<file path="src/rtl/vga_timing_gen.sv">
// vga_timing_gen: raster timing generator with one-hot H/V region FSMs; define VGA_TIMING_FRAME_CNT_EN to add a 16-bit frame counter
module vga_timing_gen #(
  parameter int H_ACTIVE = 1280,
  parameter int H_FP     = 110,
  parameter int H_SYNC   = 40,
  parameter int H_BP     = 220,
  parameter int V_ACTIVE = 720,
  parameter int V_FP     = 5,
  parameter int V_SYNC   = 5,
  parameter int V_BP     = 20,
  parameter bit H_POL    = 1'b1,
  parameter bit V_POL    = 1'b1,
  parameter int CNT_W    = 12
) (
  input  logic             clk,
  input  logic             rst,
  input  logic             en,
  output logic [CNT_W-1:0] h_count,
  output logic [CNT_W-1:0] v_count,
  output logic             hsync,
  output logic             vsync,
  output logic             active,
  output logic             line_end,
`ifdef VGA_TIMING_FRAME_CNT_EN
  output logic [15:0]      frame_cnt,
`endif
  output logic             frame_start
);
  localparam int H_TOTAL = H_ACTIVE + H_FP + H_SYNC + H_BP;
  localparam int V_TOTAL = V_ACTIVE + V_FP + V_SYNC + V_BP;
  localparam logic [CNT_W-1:0] H_LAST = CNT_W'(H_TOTAL - 1);
  localparam logic [CNT_W-1:0] H_FP0  = CNT_W'(H_ACTIVE);
  localparam logic [CNT_W-1:0] H_SY0  = CNT_W'(H_ACTIVE + H_FP);
  localparam logic [CNT_W-1:0] H_BP0  = CNT_W'(H_ACTIVE + H_FP + H_SYNC);
  localparam logic [CNT_W-1:0] V_LAST = CNT_W'(V_TOTAL - 1);
  localparam logic [CNT_W-1:0] V_FP0  = CNT_W'(V_ACTIVE);
  localparam logic [CNT_W-1:0] V_SY0  = CNT_W'(V_ACTIVE + V_FP);
  localparam logic [CNT_W-1:0] V_BP0  = CNT_W'(V_ACTIVE + V_FP + V_SYNC);

  if (H_ACTIVE == 0 || H_FP == 0 || H_SYNC == 0 || H_BP == 0 ||
      V_ACTIVE == 0 || V_FP == 0 || V_SYNC == 0 || V_BP == 0) begin : g_bad_region
    $error("vga_timing_gen: every timing region must be non-zero");
  end
  if (2**CNT_W < H_TOTAL || 2**CNT_W < V_TOTAL) begin : g_bad_width
    $error("vga_timing_gen: CNT_W too narrow for H_TOTAL/V_TOTAL");
  end

  typedef enum logic [3:0] {H_ACT = 4'b0001, H_FRONT = 4'b0010, H_SYN = 4'b0100, H_BACK = 4'b1000} h_state_e;
  typedef enum logic [3:0] {V_ACT = 4'b0001, V_FRONT = 4'b0010, V_SYN = 4'b0100, V_BACK = 4'b1000} v_state_e;

  logic [CNT_W-1:0] h_q, h_d, v_q, v_d;
  h_state_e         h_st_q, h_st_d;
  v_state_e         v_st_q, v_st_d;
  logic             hsync_q, vsync_q, active_q, line_end_q, frame_start_q;
  logic             h_wrap, v_wrap;

  // Next counts and region states; regions switch as the next count hits each region's first pixel/line
  always_comb begin
    h_wrap = h_q == H_LAST;
    v_wrap = v_q == V_LAST;
    h_d    = !en ? h_q : h_wrap ? '0 : h_q + 1'b1;
    v_d    = !(en && h_wrap) ? v_q : v_wrap ? '0 : v_q + 1'b1;
    h_st_d = h_st_q;
    v_st_d = v_st_q;
    case (h_st_q)
      H_ACT:   h_st_d = h_d == H_FP0 ? H_FRONT : H_ACT;
      H_FRONT: h_st_d = h_d == H_SY0 ? H_SYN : H_FRONT;
      H_SYN:   h_st_d = h_d == H_BP0 ? H_BACK : H_SYN;
      H_BACK:  h_st_d = h_d == '0 ? H_ACT : H_BACK;
      default: h_st_d = H_ACT;
    endcase
    case (v_st_q)
      V_ACT:   v_st_d = v_d == V_FP0 ? V_FRONT : V_ACT;
      V_FRONT: v_st_d = v_d == V_SY0 ? V_SYN : V_FRONT;
      V_SYN:   v_st_d = v_d == V_BP0 ? V_BACK : V_SYN;
      V_BACK:  v_st_d = v_d == '0 ? V_ACT : V_BACK;
      default: v_st_d = V_ACT;
    endcase
  end

  // Counters, states and flags all load from next-state values so flags match the presented counts
  always_ff @(posedge clk) begin
    if (rst) begin
      h_q           <= '0;
      v_q           <= '0;
      h_st_q        <= H_ACT;
      v_st_q        <= V_ACT;
      hsync_q       <= ~H_POL;
      vsync_q       <= ~V_POL;
      active_q      <= 1'b1;
      line_end_q    <= 1'b0;
      frame_start_q <= 1'b1;
    end else begin
      h_q           <= h_d;
      v_q           <= v_d;
      h_st_q        <= h_st_d;
      v_st_q        <= v_st_d;
      hsync_q       <= h_st_d == H_SYN ? H_POL : ~H_POL;
      vsync_q       <= v_st_d == V_SYN ? V_POL : ~V_POL;
      active_q      <= h_st_d == H_ACT && v_st_d == V_ACT;
      line_end_q    <= h_d == H_LAST;
      frame_start_q <= h_d == '0 && v_d == '0;
    end
  end

`ifdef VGA_TIMING_FRAME_CNT_EN
  logic [15:0] frame_cnt_q;
  // Count completed frames: only an enabled wrap into (0,0) counts, reset does not
  always_ff @(posedge clk) begin
    if (rst) frame_cnt_q <= '0;
    else if (en && h_wrap && v_wrap) frame_cnt_q <= frame_cnt_q + 16'd1;
  end
  assign frame_cnt = frame_cnt_q;
`endif

  assign h_count     = h_q;
  assign v_count     = v_q;
  assign hsync       = hsync_q;
  assign vsync       = vsync_q;
  assign active      = active_q;
  assign line_end    = line_end_q;
  assign frame_start = frame_start_q;
endmodule

</file>
<file path="config.mk">
export PLATFORM = sky130hd
export DESIGN_NAME = vga_timing_gen
export DESIGN_NICKNAME = d
export VERILOG_FILES = /design/src/rtl/vga_timing_gen.sv
export SDC_FILE = /design/constraint.sdc
export NUM_CORES = 1
export LEC_CHECK = 0
export BUFFER_PORTS_ARGS = -buffer_cell sky130_fd_sc_hd__buf_2
export CORE_ASPECT_RATIO = 0.7
export CORE_MARGIN = 2
export CORE_UTILIZATION = 50
export DETAILED_ROUTE_END_ITERATION = 16
export PLACE_DENSITY = 0.77
export REMOVE_ABC_BUFFERS = 1
export SLEW_MARGIN = 20
export SYNTH_ARGS = -nofsm -noshare
export SYNTH_HDL_FRONTEND = slang
export SYNTH_SLANG_ARGS = --single-unit
</file>
<file path="constraint.sdc">
create_clock -name clk -period 9.61 [get_ports clk]
set_input_delay 0.4805 -clock clk [delete_from_list [all_inputs] [get_ports clk]]
set_output_delay 0.4805 -clock clk [all_outputs]
set_load 0.02 [all_outputs]
</file>
==> flow_summary.ini, run 1 <==
[status]
status = finished with violations
violations = design-rule violations

[sta]
min_period_over_period_pct = 38.3
finalHoldViolCount = 0
fin_crit_ns = 3.68
rsz0062_at_grt = no
relSlewSlack_pct = 24.5
fmax_mhz = 272
setup_violations = 0
skew_ns = 0.00980
worst_pin_slew_ns = 1.12
slew_violations = 0
finalSetupTns_ns = 0

[final_layout]
finalCoreUtilization_pct = 58.9
antennaDiodeCount = 0
fillCellCount = 418
drive_gt1_share_pct = 14.7
final_cell_mix = 37 x dfxtp_1, 34 x nor2_1, 31 x buf_2
final_nets = 333
finalInstanceArea_um2 = 2610
area_delta_synth_final_pct = 11.2
multi_input_area_um2 = 1480
regArea_um2 = 741
stdcell_count = 382
layout_commonest_cell = dfxtp_1

[place]
placed_cell_area_um2 = 2520
placedCellCount = 374
place_congestion = 0.926
place_hpwl_um = 4530
io_buffers = 31

[grt]
antenna_found_initial = 0
grt_max_degree = 25
grt_overflow = 0
grt_use_total_pct = 25.0
grt_pass1_wl_um = 10100
grt_pass1_vias = 2077

[yosys]
ys_types = 60
ys_top_cells_by_area = dfxtp_1 32%, nor2_1 5.4%, nand4_1 4.0%
syn_area_um2 = 2350
async_flop_share_pct = 0
synth_edf_count = 0
avgSynthCellArea_um2 = 7.77
yosys_warnings = 0
synth_top_area_cell = dfxtp_1
synth_ff_type = dfxtp_1
postSynthCellCount = 302
synth_top_area_share_pct = 31.6
yosysSeqAreaShare_pct = 31.6
synth-seq-cells = 37

[setup_path]
path_max_fanout = 14
cp.required_ns = 9.80
end_kind = register
startpoint_type = register
setup.worst_path.class = register to register
cp.arrival_ns = 3.87
ff2ff_path_depth = 9

[floorplanning]
coreArea_um2 = 4430
placementRows = 20
die_x_um = 85.9
boundaryPins = 32
die_h_um = 61.3
initial_core_util_pct = 53.0
die-area_um2 = 5270

[routing]
drc_errors = 2
drtAntennaViolNets = 0
drt-total-wl_um = 6350
wire_per_inst_um = 16.6
drtPass1Iterations = 13
drt-initial-drc-count = 242
vias_per_cell = 6.52
via_count = 2492

[clock_tree]
root_buffer = clkbuf_8
post_cts_buffers = 0
path_clk_slew_ns = 0.08
clk-insertion-delay-late_ns = 0.30
cts_tree = built
numCtsBuffers = 5
postCtsHoldBufs = 0
clockBufferDepth = 2
htree_num_levels = 2
ctsResizeCount = 0
clock_sinks = 37

[run]
maxCapViolations = 0

[pwr]
p_per_area_nw_per_um2 = 110
p_total_uw = 287
power.leakage_uw = 0.000935
peakVddDrop_mv = 0.0676

[worst_hold_path]
hold_class = register to register
hold_depth = 2
[sequential cells by signal, indices dropped and copies added (netlist names)]
name         count
frame_start      1
line_end         1
h_count         12
hsync            1
v_st_q           4
v_count         12
h_st_q           4
vsync            1
active           1
[per-stage QoR]
stage               worst slack, ns  hold slack [ns]
floorplan                      5.88            0.530
global placement               6.07            0.567
detailed placement             5.97            0.583
CTS                            5.96            0.597
global route                   5.78            0.629
finish                         5.93            0.606
[report_power, final]
| part | switching (uW) | total [uW] | internal (uW) |
|---|---|---|---|
| registers | 2.19 | 157 | 155 |
| logic | 11.9 | 16.8 | 4.98 |
| clock network | 61.7 | 113 | 51.5 |
| total | 75.8 | 287 | 211 |
[cell usage after synthesis, drive strengths merged, types with 2 or more instances]
cell and number:
nand4 15, and2 6, buf 2, inv 17
xnor2 7, o21a 5, a31oi 7, and4 4
nand2 17, o221ai 2, o21ai 12, dfxtp 37
o41ai 2, nor2 34, a311oi 2, and3 5
a2111oi 2, a2bb2oi 2, nor4 11, nand2b 3
clkbuf 13, nand3 11, nand3b 3, a31o 2
a21oi 12, or4 3, or3 8, o311ai 2
o31ai 2, nor3 16, ha 4, nor4b 6
a21boi 4, mux2i 2
[critical path, cell delays in order, from the launching register on]
cell and delay, ns:
dfxtp_1 0.38, inv_1 0.08, ha_1 0.14, or4b_1 0.61, or4_4 0.64, or4_4 0.51
a311oi_2 0.36, or3b_4 0.45, o311ai_2 0.30, a21boi_1 0.10
[layer usage]
| metal | track usage (%) | vias to the layer above | share of wire, % |
|---|---|---|---|
| met3 | 8.04 | 10 | 9.7 |
| li1 | - | 1195 | - |
| met1 | 36.6 | 1152 | 48 |
| met5 | 0 | - | 0 |
| met2 | 34.0 | 135 | 41 |
| met4 | 9.52 | 0 | 1.4 |
[final cells by class]
| cell class | count | area share, % |
|---|---|---|
| repair buffers | 32 | 6.23 |
| multi-input cells | 233 | 56.9 |
| inverters | 17 | 2.44 |
| clock inverters | 3 | 0.815 |
| clock buffers | 5 | 2.64 |
| well taps | 55 | 2.64 |
| flip-flops and latches | 37 | 28.4 |
[logic make-up (layout without fill, tap and decap cells)]
family	after synthesis	after routing	synth area share, %
adders and majority gates	4	4	2.13
buffers and inverters	32	57	5.22
muxes	3	3	1.33
DFF	37	37	31.6
xor gates and xnor gates	7	7	2.61
AOI/OAI and AO/OA	69	69	21.2
and+or+nand+nor	150	150	35.9
[path summary, 6_finish.rpt]
kind               from   endpoint  slack [ns]
max          h_count[1]      vsync        5.93
min           v_st_q[2]  v_st_q[2]        0.61
min reg2reg   v_st_q[2]  v_st_q[2]        0.61
max reg2reg  h_count[1]      vsync        5.93
Note: power is estimated with default switching activity, not from simulation.
==> inputs of run 2 (changes only) <==
--- a/config.mk
+++ b/config.mk
@@ -5,12 +5,13 @@
 export SDC_FILE = /design/constraint.sdc
 export NUM_CORES = 1
 export LEC_CHECK = 0
+export ABC_AREA = 1
 export BUFFER_PORTS_ARGS = -buffer_cell sky130_fd_sc_hd__buf_2
 export CORE_ASPECT_RATIO = 0.7
 export CORE_MARGIN = 2
 export CORE_UTILIZATION = 50
 export DETAILED_ROUTE_END_ITERATION = 16
-export PLACE_DENSITY = 0.77
+export PLACE_DENSITY = 0.76
 export REMOVE_ABC_BUFFERS = 1
 export SLEW_MARGIN = 20
 export SYNTH_ARGS = -nofsm -noshare
==> constraint.sdc (replaced) <==
create_clock -name clk -period 3.8 [get_ports clk]
set_input_delay 0.19 -clock clk [delete_from_list [all_inputs] [get_ports clk]]
set_output_delay 0.19 -clock clk [all_outputs]
set_load 0.02 [all_outputs]
==> flow_summary.ini, run 2 <==
[status]
status = finished clean

[final_layout]
fillCellCount = 493
layout_commonest_cell = nand2_1
finalInstanceArea_um2 = 2920
area_delta_synth_final_pct = 12.6
final_cell_mix = 128 x nand2_1, 73 x nor2_1, 51 x inv_1
drive_gt1_share_pct = 17.0
antennaDiodeCount = 0
final_nets = 466

[setup_path]
end_kind = register
setup.worst_path.class = register to register
cp.arrival_ns = 2.44
cp.required_ns = 3.99
max_stage_delay_ns = 0.45
cpMostUsedCell = nand2_1
ff2ff_path_depth = 14
path_max_fanout = 7
path_cells = ha_1 > inv_1 > nor2_2 > nand3_2 > nor2_4 > nand4_1 > nand2_1 > nand2_1 > nor2_2 > nand2_1 > nand2_1 > nand3_1 > nand2_1 > nand2_1
startpoint_type = register
crit_path_top_delay_cell = dfxtp_1

[sta]
setup_violations = 0
finalSetupTns_ns = 0
skew_ns = 0.00320
min_period_over_period_pct = 59.2
fin_crit_ns = 2.25
rsz0062_at_grt = no
worst_slack_ns = 1.55
fmax_mhz = 445
worst_pin_slew_ns = 0.651
whs_ns = 0.405
finalHoldViolCount = 0
relSlewSlack_pct = 56.6
slew_violations = 0

[yosys]
synth_top_area_cell = dfxtp_1
synth_top_area_share_pct = 28.6
yosysSeqAreaShare_pct = 28.6
syn_area_um2 = 2590
yosys_warnings = 0
synth_edf_count = 0
ys_types = 30
synth_ff_type = dfxtp_1
synth-seq-cells = 37
async_flop_share_pct = 0
postSynthCellCount = 428
synth_most_common_cell = nand2_1
ys_top_cells_by_area = dfxtp_1 29%, nand2_1 19%, nor2_1 11%
synthTopCellsByCount = 128 x nand2_1, 73 x nor2_1, 51 x inv_1
avgSynthCellArea_um2 = 6.05

[clock_tree]
clockBufferDepth = 2
ctsResizeCount = 0
clk-insertion-delay-late_ns = 0.29
numCtsBuffers = 5
clock_sinks = 37
post_cts_buffers = 0
htree_num_levels = 2
cts_tree = built
postCtsHoldBufs = 0
path_clk_slew_ns = 0.08
root_buffer = clkbuf_8

[routing]
wl_met3_um = 595
drt-total-wl_um = 6960
wire_per_inst_um = 13.2
wl_met2_um = 2710
met1Wirelength_um = 3610
vias_per_cell = 5.27
drtPass1Iterations = 5
top_layer_used = met4
drtAntennaViolNets = 0
drc_errors = 0
drt-initial-drc-count = 213
via_count = 2787

[floorplanning]
coreArea_um2 = 4890
placementRows = 21
die-area_um2 = 5780
die_x_um = 90.0
initial_core_util_pct = 53.0
boundaryPins = 32
die_h_um = 64.2

[place]
io_buffers = 31
dp_slack_ns = 1.63
place_hpwl_um = 5380
place_congestion = 0.986
placed_cell_area_um2 = 2800

[grt]
grt_use_total_pct = 25.6
grt_max_degree = 34
grt_pass1_vias = 2454
antenna_found_initial = 0
grt_overflow = 0
grt_pass1_wl_um = 11800

[run]
maxCapViolations = 0

[pwr]
p_total_uw = 801
p_per_area_nw_per_um2 = 275
power.leakage_uw = 0.00141
peakVddDrop_mv = 0.138

[worst_hold_path]
hold_class = input pin to register
hold_depth = 2
## run 2: changes by cell type after synthesis, moves of 7 or more
cell / delta
nand3_1: +26
a31oi_1: -7
nand2_1: +111
nor4_1: -8
nor2_1: +39
inv_1: +34
nand2_2: +7
nor3_1: -11
or3_1: -8
nor2_2: +12
clkbuf_1: -10
o21ai_0: -9
## run 2: area by class of cell
class / instances / area, um^2 / share of cell area, %
multi-input cells: 328 / 1600 / 55.0
well taps: 69 / 86.3 / 2.96
clock inverters: 2 / 37.5 / 1.29
clock buffers: 6 / 82.6 / 2.83
flip-flops and latches: 37 / 741 / 25.4
repair buffers: 31 / 155 / 5.32
inverters: 56 / 210 / 7.21
## run 2: final timing paths
kind,slack (ns),endpoint,from
setup / recovery,1.55,active,h_count[0]
hold / removal,0.40,v_count[3],rst
setup reg to reg,1.55,active,h_count[0]
hold reg to reg,0.59,v_count[7],v_count[7]
## run 2: where the power goes
group	total, uW	switching, uW	internal (uW)
combinational	40.4	30.1	10.4
clock	367	154	214
sequential	393	2.92	390
## run 2: per-layer routing
layer | vias up | global-route usage (%)
met4 | 0 | 5.58
met1 | 1254 | 38.3
met2 | 107 | 36.1
li1 | 1419 | -
met3 | 7 | 7.08
met5 | - | 0
## run 2: through the flow
stage,utilization [%],cells
3_5_place_dp,57.2,521
2_1_floorplan,-,421
6_report,59.7,529
5_1_grt,59.7,529
3_3_place_gp,57.2,521
4_1_cts,59.7,529
## run 2: logic make-up after synthesis
logic type | share of synthesized area (%)
AND/OR/NAND/NOR | 53.5
flip-flops | 28.6
adder cells (fa/ha/maj) | 1.93
AO/OA/AOI/OAI | 3.77
buffers and inverters | 9.52
XOR/XNOR | 2.66
## run 2: critical path, delay by kind of cell, from the launching register on
family | cells | cell delay (ns)
fa+ha+maj | 1 | 0.26
buf+inv | 1 | 0.07
simple gates | 12 | 1.38
flops | 1 | 0.45
